[config.mk]
export PLATFORM = sky130hd
export DESIGN_NAME = kinase_valve_sequencer
export DESIGN_NICKNAME = d
export VERILOG_FILES = /design/src/rtl/kinase_seq_pkg.sv /design/src/rtl/kinase_valve_sequencer_pump.sv /design/src/rtl/kinase_valve_sequencer.sv
export SDC_FILE = /design/constraint.sdc
export NUM_CORES = 1
export LEC_CHECK = 0
export ABC_AREA = 1
export CORE_ASPECT_RATIO = 1.75
export CORE_UTILIZATION = 59
export DETAILED_ROUTE_END_ITERATION = 10
export HOLD_SLACK_MARGIN = 0.15
export MAX_ROUTING_LAYER = met4
export PLACE_DENSITY = 0.95
export SKIP_LAST_GASP = 1
export SLEW_MARGIN = 20
export SYNTH_ARGS = -nofsm -noshare
export SYNTH_HDL_FRONTEND = slang
export SYNTH_HIERARCHICAL = 1
export SYNTH_SLANG_ARGS = --single-unit
[constraint.sdc]
create_clock -name clk -period 6.3 [get_ports clk]
set_clock_uncertainty 0.05 [all_clocks]
set_input_delay 0.63 -clock clk [delete_from_list [all_inputs] [get_ports clk]]
set_output_delay 0.63 -clock clk [all_outputs]
set_load 0.01 [all_outputs]
[src/rtl/kinase_seq_pkg.sv]
// Shared types and valve-word constants for the kinase-activity bus sequencer.
// Valve encoding: 1 = pressurized (closed).
package kinase_seq_pkg;

    localparam int NC = 13;
    localparam int NS = 4;
    localparam int NP = 5;

    typedef enum logic [2:0] {
        IDLE     = 3'd0,
        GUARD    = 3'd1,
        FILL_A   = 3'd2,
        FILL_B   = 3'd3,
        MIX      = 3'd4,
        INCUBATE = 3'd5,
        FLUSH    = 3'd6
    } phase_t;

    typedef struct packed {
        logic [NC-1:0] c;
        logic [NS-1:0] s;
        logic [NP-1:0] p;
    } valve_t;

    localparam valve_t VW_CLOSED = {13'h1FFF, 4'hF, 5'h1F};
    localparam valve_t VW_FILL_A = {13'h1FFC, 4'hE, 5'h1F};
    localparam valve_t VW_FILL_B = {13'h1FF3, 4'hD, 5'h1F};
    localparam valve_t VW_MIX    = {13'h1F0F, 4'hF, 5'h1F};
    localparam valve_t VW_FLUSH  = {13'h00FF, 4'h0, 5'h00};

    // MIX pump bits are overridden by the live peristaltic pattern.
    function automatic valve_t valve_word(input phase_t ph);
        case (ph)
            FILL_A:  return VW_FILL_A;
            FILL_B:  return VW_FILL_B;
            MIX:     return VW_MIX;
            FLUSH:   return VW_FLUSH;
            default: return VW_CLOSED;
        endcase
    endfunction

    // Step k closes p[k] and p[(k+1)%5].
    function automatic logic [NP-1:0] pump_pat(input logic [2:0] k);
        case (k)
            3'd0:    return 5'b00011;
            3'd1:    return 5'b00110;
            3'd2:    return 5'b01100;
            3'd3:    return 5'b11000;
            default: return 5'b10001;
        endcase
    endfunction

endpackage

[src/rtl/kinase_valve_sequencer_pump.sv]
// Peristaltic step generator: step counter plus the 5-bit pump pattern.
// p_pat is the pattern for the *next* cycle so the top can register it with the phase.
module pump_phase_gen
    import kinase_seq_pkg::*;
#(
    parameter int STEP_CYCLES = 1000
) (
    input  logic          clk,
    input  logic          rst,
    input  logic          en,
    input  logic          clear,
    output logic [NP-1:0] p_pat,
    output logic          rot_tick
);

    localparam int CW = (STEP_CYCLES > 1) ? $clog2(STEP_CYCLES) : 1;
    localparam logic [CW-1:0] LAST = CW'(STEP_CYCLES - 1);

    logic [CW-1:0] cnt_q, cnt_nxt;
    logic [2:0]    k_q, k_nxt;
    logic          step_end;

    assign step_end = (cnt_q == LAST);
    // Raw wrap indicator; the top only honours it while in MIX.
    assign rot_tick = step_end && (k_q == 3'd4);

    always_comb begin
        cnt_nxt = cnt_q;
        k_nxt   = k_q;
        if (clear) begin
            cnt_nxt = '0;
            k_nxt   = 3'd0;
        end else if (en) begin
            if (step_end) begin
                cnt_nxt = '0;
                k_nxt   = (k_q == 3'd4) ? 3'd0 : k_q + 3'd1;
            end else begin
                cnt_nxt = cnt_q + 1'b1;
            end
        end
    end

    assign p_pat = pump_pat(k_nxt);

    always_ff @(posedge clk) begin
        if (rst) begin
            cnt_q <= '0;
            k_q   <= 3'd0;
        end else begin
            cnt_q <= cnt_nxt;
            k_q   <= k_nxt;
        end
    end

endmodule

[src/rtl/kinase_valve_sequencer.sv]
// Drives the shared kinase-activity valve bus through one assay:
// fill A, fill B, peristaltic mix, incubate, flush, with all-closed guards between phases.
module kinase_valve_sequencer
    import kinase_seq_pkg::*;
#(
    parameter int STEP_CYCLES  = 1000,
    parameter int GUARD_CYCLES = 16,
    parameter int FLUSH_CYCLES = 4096
) (
    input  logic        clk,
    input  logic        rst,
    input  logic        start,
    input  logic        abort,
    input  logic [15:0] cfg_fill,
    input  logic [7:0]  cfg_mix_rot,
    input  logic [23:0] cfg_incubate,
    output logic        busy,
    output logic        done,
    output logic        aborted,
    output logic [2:0]  phase,
    output logic [12:0] c,
    output logic [3:0]  s,
    output logic [4:0]  p
);

    phase_t        phase_q, phase_nxt;
    phase_t        gnext_q, gnext_nxt;
    logic          abort_q;
    logic [23:0]   tmr_q, tmr_load;
    logic [7:0]    rot_q;
    logic [15:0]   fill_q;
    logic [7:0]    mixr_q;
    logic [23:0]   inc_q;
    logic          enter, accept, abort_go, tmr_end;
    logic          rot_tick;
    logic [NP-1:0] p_pat;
    valve_t        vw_nxt, vw_q;
    logic          busy_nxt, done_nxt, aborted_nxt;
    logic          busy_q, done_q, aborted_q;

    assign tmr_end = (tmr_q == 24'd1);
    assign accept  = (phase_q == IDLE) && start && !abort;
    // Once the abort flush is under way, or the run is in its final guard, abort has no effect.
    assign abort_go = abort && (phase_q != IDLE) && !abort_q
                      && !((phase_q == GUARD) && (gnext_q == IDLE));

    pump_phase_gen #(.STEP_CYCLES(STEP_CYCLES)) u_pump (
        .clk      (clk),
        .rst      (rst),
        .en       (phase_q == MIX),
        .clear    (phase_nxt != MIX),
        .p_pat    (p_pat),
        .rot_tick (rot_tick)
    );

    // State register
    always_ff @(posedge clk) begin
        if (rst) begin
            phase_q <= IDLE;
            gnext_q <= IDLE;
            abort_q <= 1'b0;
        end else begin
            phase_q <= phase_nxt;
            gnext_q <= gnext_nxt;
            if (abort_go)
                abort_q <= 1'b1;
            else if (phase_nxt == IDLE)
                abort_q <= 1'b0;
        end
    end

    // Next-state logic
    always_comb begin
        phase_nxt = phase_q;
        gnext_nxt = gnext_q;
        enter     = 1'b0;
        case (phase_q)
            IDLE: if (accept) begin
                phase_nxt = GUARD; gnext_nxt = FILL_A; enter = 1'b1;
            end
            GUARD: if (tmr_end) begin
                phase_nxt = gnext_q; enter = 1'b1;
            end
            FILL_A: if (tmr_end) begin
                phase_nxt = GUARD; gnext_nxt = FILL_B; enter = 1'b1;
            end
            FILL_B: if (tmr_end) begin
                phase_nxt = GUARD; enter = 1'b1;
                gnext_nxt = (mixr_q != 8'd0) ? MIX : (inc_q != 24'd0) ? INCUBATE : FLUSH;
            end
            MIX: if (rot_tick && rot_q == 8'd1) begin
                phase_nxt = GUARD; enter = 1'b1;
                gnext_nxt = (inc_q != 24'd0) ? INCUBATE : FLUSH;
            end
            INCUBATE: if (tmr_end) begin
                phase_nxt = GUARD; gnext_nxt = FLUSH; enter = 1'b1;
            end
            FLUSH: if (tmr_end) begin
                phase_nxt = GUARD; gnext_nxt = IDLE; enter = 1'b1;
            end
            default: begin
                phase_nxt = IDLE; gnext_nxt = IDLE; enter = 1'b1;
            end
        endcase
        if (abort_go) begin
            phase_nxt = GUARD; gnext_nxt = FLUSH; enter = 1'b1;
        end
    end

    // Output logic (next-cycle values, registered below)
    always_comb begin
        vw_nxt = valve_word(phase_nxt);
        if (phase_nxt == MIX)
            vw_nxt.p = p_pat;
        busy_nxt    = (phase_nxt != IDLE);
        done_nxt    = (phase_q == GUARD) && tmr_end && (gnext_q == IDLE) && !abort_q;
        aborted_nxt = (phase_q == GUARD) && tmr_end && (gnext_q == IDLE) && abort_q;
    end

    // MIX length is governed by the rotation counter, so its timer load is unused.
    always_comb begin
        case (phase_nxt)
            GUARD:          tmr_load = 24'(GUARD_CYCLES);
            FILL_A, FILL_B: tmr_load = (fill_q == 16'd0) ? 24'd1 : {8'd0, fill_q};
            INCUBATE:       tmr_load = inc_q;
            FLUSH:          tmr_load = 24'(FLUSH_CYCLES);
            default:        tmr_load = 24'd0;
        endcase
    end

    always_ff @(posedge clk) begin
        if (rst) begin
            tmr_q  <= 24'd0;
            rot_q  <= 8'd0;
            fill_q <= 16'd0;
            mixr_q <= 8'd0;
            inc_q  <= 24'd0;
        end else begin
            if (enter)
                tmr_q <= tmr_load;
            else if (tmr_q != 24'd0)
                tmr_q <= tmr_q - 24'd1;
            if (phase_q != MIX)
                rot_q <= mixr_q;
            else if (rot_tick)
                rot_q <= rot_q - 8'd1;
            if (accept) begin
                fill_q <= cfg_fill;
                mixr_q <= cfg_mix_rot;
                inc_q  <= cfg_incubate;
            end
        end
    end

    always_ff @(posedge clk) begin
        if (rst) begin
            vw_q      <= VW_CLOSED;
            busy_q    <= 1'b0;
            done_q    <= 1'b0;
            aborted_q <= 1'b0;
        end else begin
            vw_q      <= vw_nxt;
            busy_q    <= busy_nxt;
            done_q    <= done_nxt;
            aborted_q <= aborted_nxt;
        end
    end

    assign phase   = phase_q;
    assign busy    = busy_q;
    assign done    = done_q;
    assign aborted = aborted_q;
    assign c       = vw_q.c;
    assign s       = vw_q.s;
    assign p       = vw_q.p;

endmodule

==> flow_summary.toml <==
[pwr]
share_comb_of_total_power_pct = 34.7
pwr-share-seq_pct = 31.1
peakVddDrop_v = 0.000346
pwr-share-clk_pct = 34.2
p_int_mw = 1.86
leakage_nw = 2.89
power.switching_mw = 1.11
finalPower_mw = 2.97
powerDensity_nw_per_um2 = 408
switching_share_pct = 37.3

[worst_hold_path]
hold_depth = 1
min_path_type = "reg2reg"
worstHoldStart = "abort_q$_SDFFE_PP0P_"
min_to = "done$_SDFF_PP0_"

[setup_path]
arrival_ns = 3.99
r2r_cells = 11
crit_top_cell = "nand2_2"
cp_slowest_stage_delay_ns = 0.69
path_class = "reg2reg"
path_cells = "inv_1 > nand2_2 > inv_1 > nand2_2 > nand2_1 > nor2_2 > nand2_2 > nor2_4 > inv_2 > nand2_2 > a21oi_1"
required_ns = 6.52
r2r_end = "tmr_q[23]$_SDFFE_PP0P_"
r2r_setup_slack_ns = 2.53
cp-end-kind = "flip-flop"
r2r-start = "phase[2]$_SDFF_PP0_"
slowest_stage = "nand2_2"
startpoint = "phase[2]$_SDFF_PP0_"
crit_fanout = 68
startpoint_type = "flip-flop"

[cells_and_area]
layout_common_cells = "nand2_1 (133), nor2_1 (126), dfxtp_1 (114), clkdlybuf4s50_1 (79), inv_1 (71)"
diodes = 0
finalNonFillerCells = 1015
area_growth_pct = 21.9
final_common_cell = "nand2_1"
multi_input_area_um2 = 3100
drive_above_1_share_pct = 12.8
ff_latch_area_um2 = 2280
finish.instance_area_um2 = 7260
nFillCells = 659
layout.nets = 938
postLayoutCoreUtil_pct = 73.7

[sta]
postLayoutSetupSlackWorst_ns = 2.53
tns_ns = 0
setup_viol = 0
min_period_ns = 3.77
holdWs_ns = 0.400
tightest_slew_ns = 0.961
slew_headroom_pct = 35.7
hold_viol = 0
post-route-period-util_pct = 59.8
max_freq_ghz = 0.265
rsz0062_at_grt = "false"
slew_violations = 0

[place]
dp_slack_ns = 2.40
numPortBuffers = 79
dpl.hpwl_um = 10400
place_area_um2 = 6640
numPlacedInstances = 984
gp_congestion = 0.937

[synth]
yosysTopAreaCell = "dfxtp_1"
synth_area_um2 = 5960
syn_area_per_cell_um2 = 7.27
ys_top_cells_by_area = "dfxtp_1 (38%), nand2_1 (8.4%), nor2_1 (7.9%)"
yosys.area.top_type_share_pct = 38.3
seq_area_frac_synth_pct = 38.3
ys_types = 48
synth_fp_nets = 880
postSynthCellCount = 820
yosys_warnings = 6
synth_seq_cells = 114

[clocking]
cts_hold_buf = 0
root_buffer = "clkbuf_16"
cts.clk_slew.worst_paths_ns = 0.05
cts_buffers = 17
cts_tree = "yes"
max-clock-path-buffers = 2
insertion_delay_ns = 0.43
cts_resized = 0
postCtsSetupBuffers = 0
cts.sinks = 114
htree_levels = 4

[grt]
first_global_vias = 5825
grt_pass1_wl_um = 26100
grt-ovfl-total = 0
antenna_found_initial = 0
grt_max_degree = 69
gr-usage-all-layers_pct = 33.1

[drt]
drcViolationCount = 0
vias = 5901
drt_iter0_markers = 416
antenna_left = 0
viasPerCell = 5.81
wl_um = 15900
wire_per_inst_um = 15.7
firstDrtPassIters = 6

[die]
core_um2 = 9850
rows = 48
fp.dieArea_um2 = 10500
start_util_pct = 60.5
io_pins = 80
chipHeight_um = 135
die_w_um = 78.0

[run]
maxCapViolations = 0

[status]
outcome = "completed"
## synthesized netlist by cell type, drive strengths merged
cell      n
a211o     1
a21oi    73
a221oi    1
a31o      2
a31oi     8
and3      1
buf      22
clkbuf   19
clkinv    2
dfxtp   114
ha        8
inv      79
mux2i     1
nand2   154
nand3    41
nand4    23
nor2    149
nor3     15
nor3b     1
nor4      9
o211ai    1
o21ai    71
o22ai     3
o31ai     1
o41ai     1
or2       3
or3       1
xnor2     5
xor2     11
## flip-flops by register name (all words and copies together) (netlist names), 4 cells and up
| name | count |
|---|---|
| fill_q | 16 |
| tmr_q | 24 |
| p | 5 |
| mixr_q | 8 |
| u_pump/cnt_q | 10 |
| c | 4 |
| inc_q | 24 |
| rot_q | 8 |
## area by class of cell
type / count / share of cell area (%)
multi-input cells: 584 / 42.7
clock buffers: 21 / 6.34
well taps: 125 / 2.15
clock inverters: 10 / 2.17
inverters: 81 / 4.20
repair buffers: 80 / 11.0
flip-flops and latches: 114 / 31.4
## power by group through the flow
stage	registers, mW	clock network, mW	logic, mW
2_1_floorplan	0.905	0	0.776
3_5_place_dp	0.929	0	0.953
3_3_place_gp	0.925	0	0.923
5_1_grt	0.932	1.04	1.12
4_1_cts	0.918	1.01	1.00
6_report	0.923	1.01	1.03
## worst max-delay path, delay by kind of cell, from the launching register on
family	cells	cell delay (ns)
simple gates	7	2.50
compound gates	1	0.15
flops	1	0.57
buf+inv	3	0.33
## metal layers
metal	vias to the layer above	track usage, %	wire, um
li1	2799	-	-
met1	2751	29.7	5600
met2	264	58.1	8440
met3	87	7.43	807
met5	-	-	0
met4	0	27.7	1060
## how the worst max path moves through the flow
stage	slack (ns)	end
floorplan	3.82	p[2]$_SDFF_PP1_
global placement	2.51	tmr_q[20]$_SDFFE_PP0P_
detailed placement	2.40	tmr_q[22]$_SDFFE_PP0P_
CTS	2.61	tmr_q[23]$_SDFFE_PP0P_
global route	2.17	tmr_q[23]$_SDFFE_PP0P_
finish	2.53	tmr_q[23]$_SDFFE_PP0P_
## kinds of logic after synthesis
logic type	share of synthesized area [%]
adders and majority gates	1.68
xor gates and xnor gates	2.35
muxes	0.168
and+or+nand+nor	32.5
DFF	38.3
AOI/OAI and AO/OA	15.3
buffers and inverters	9.64
(Power assumes the default switching activity.)
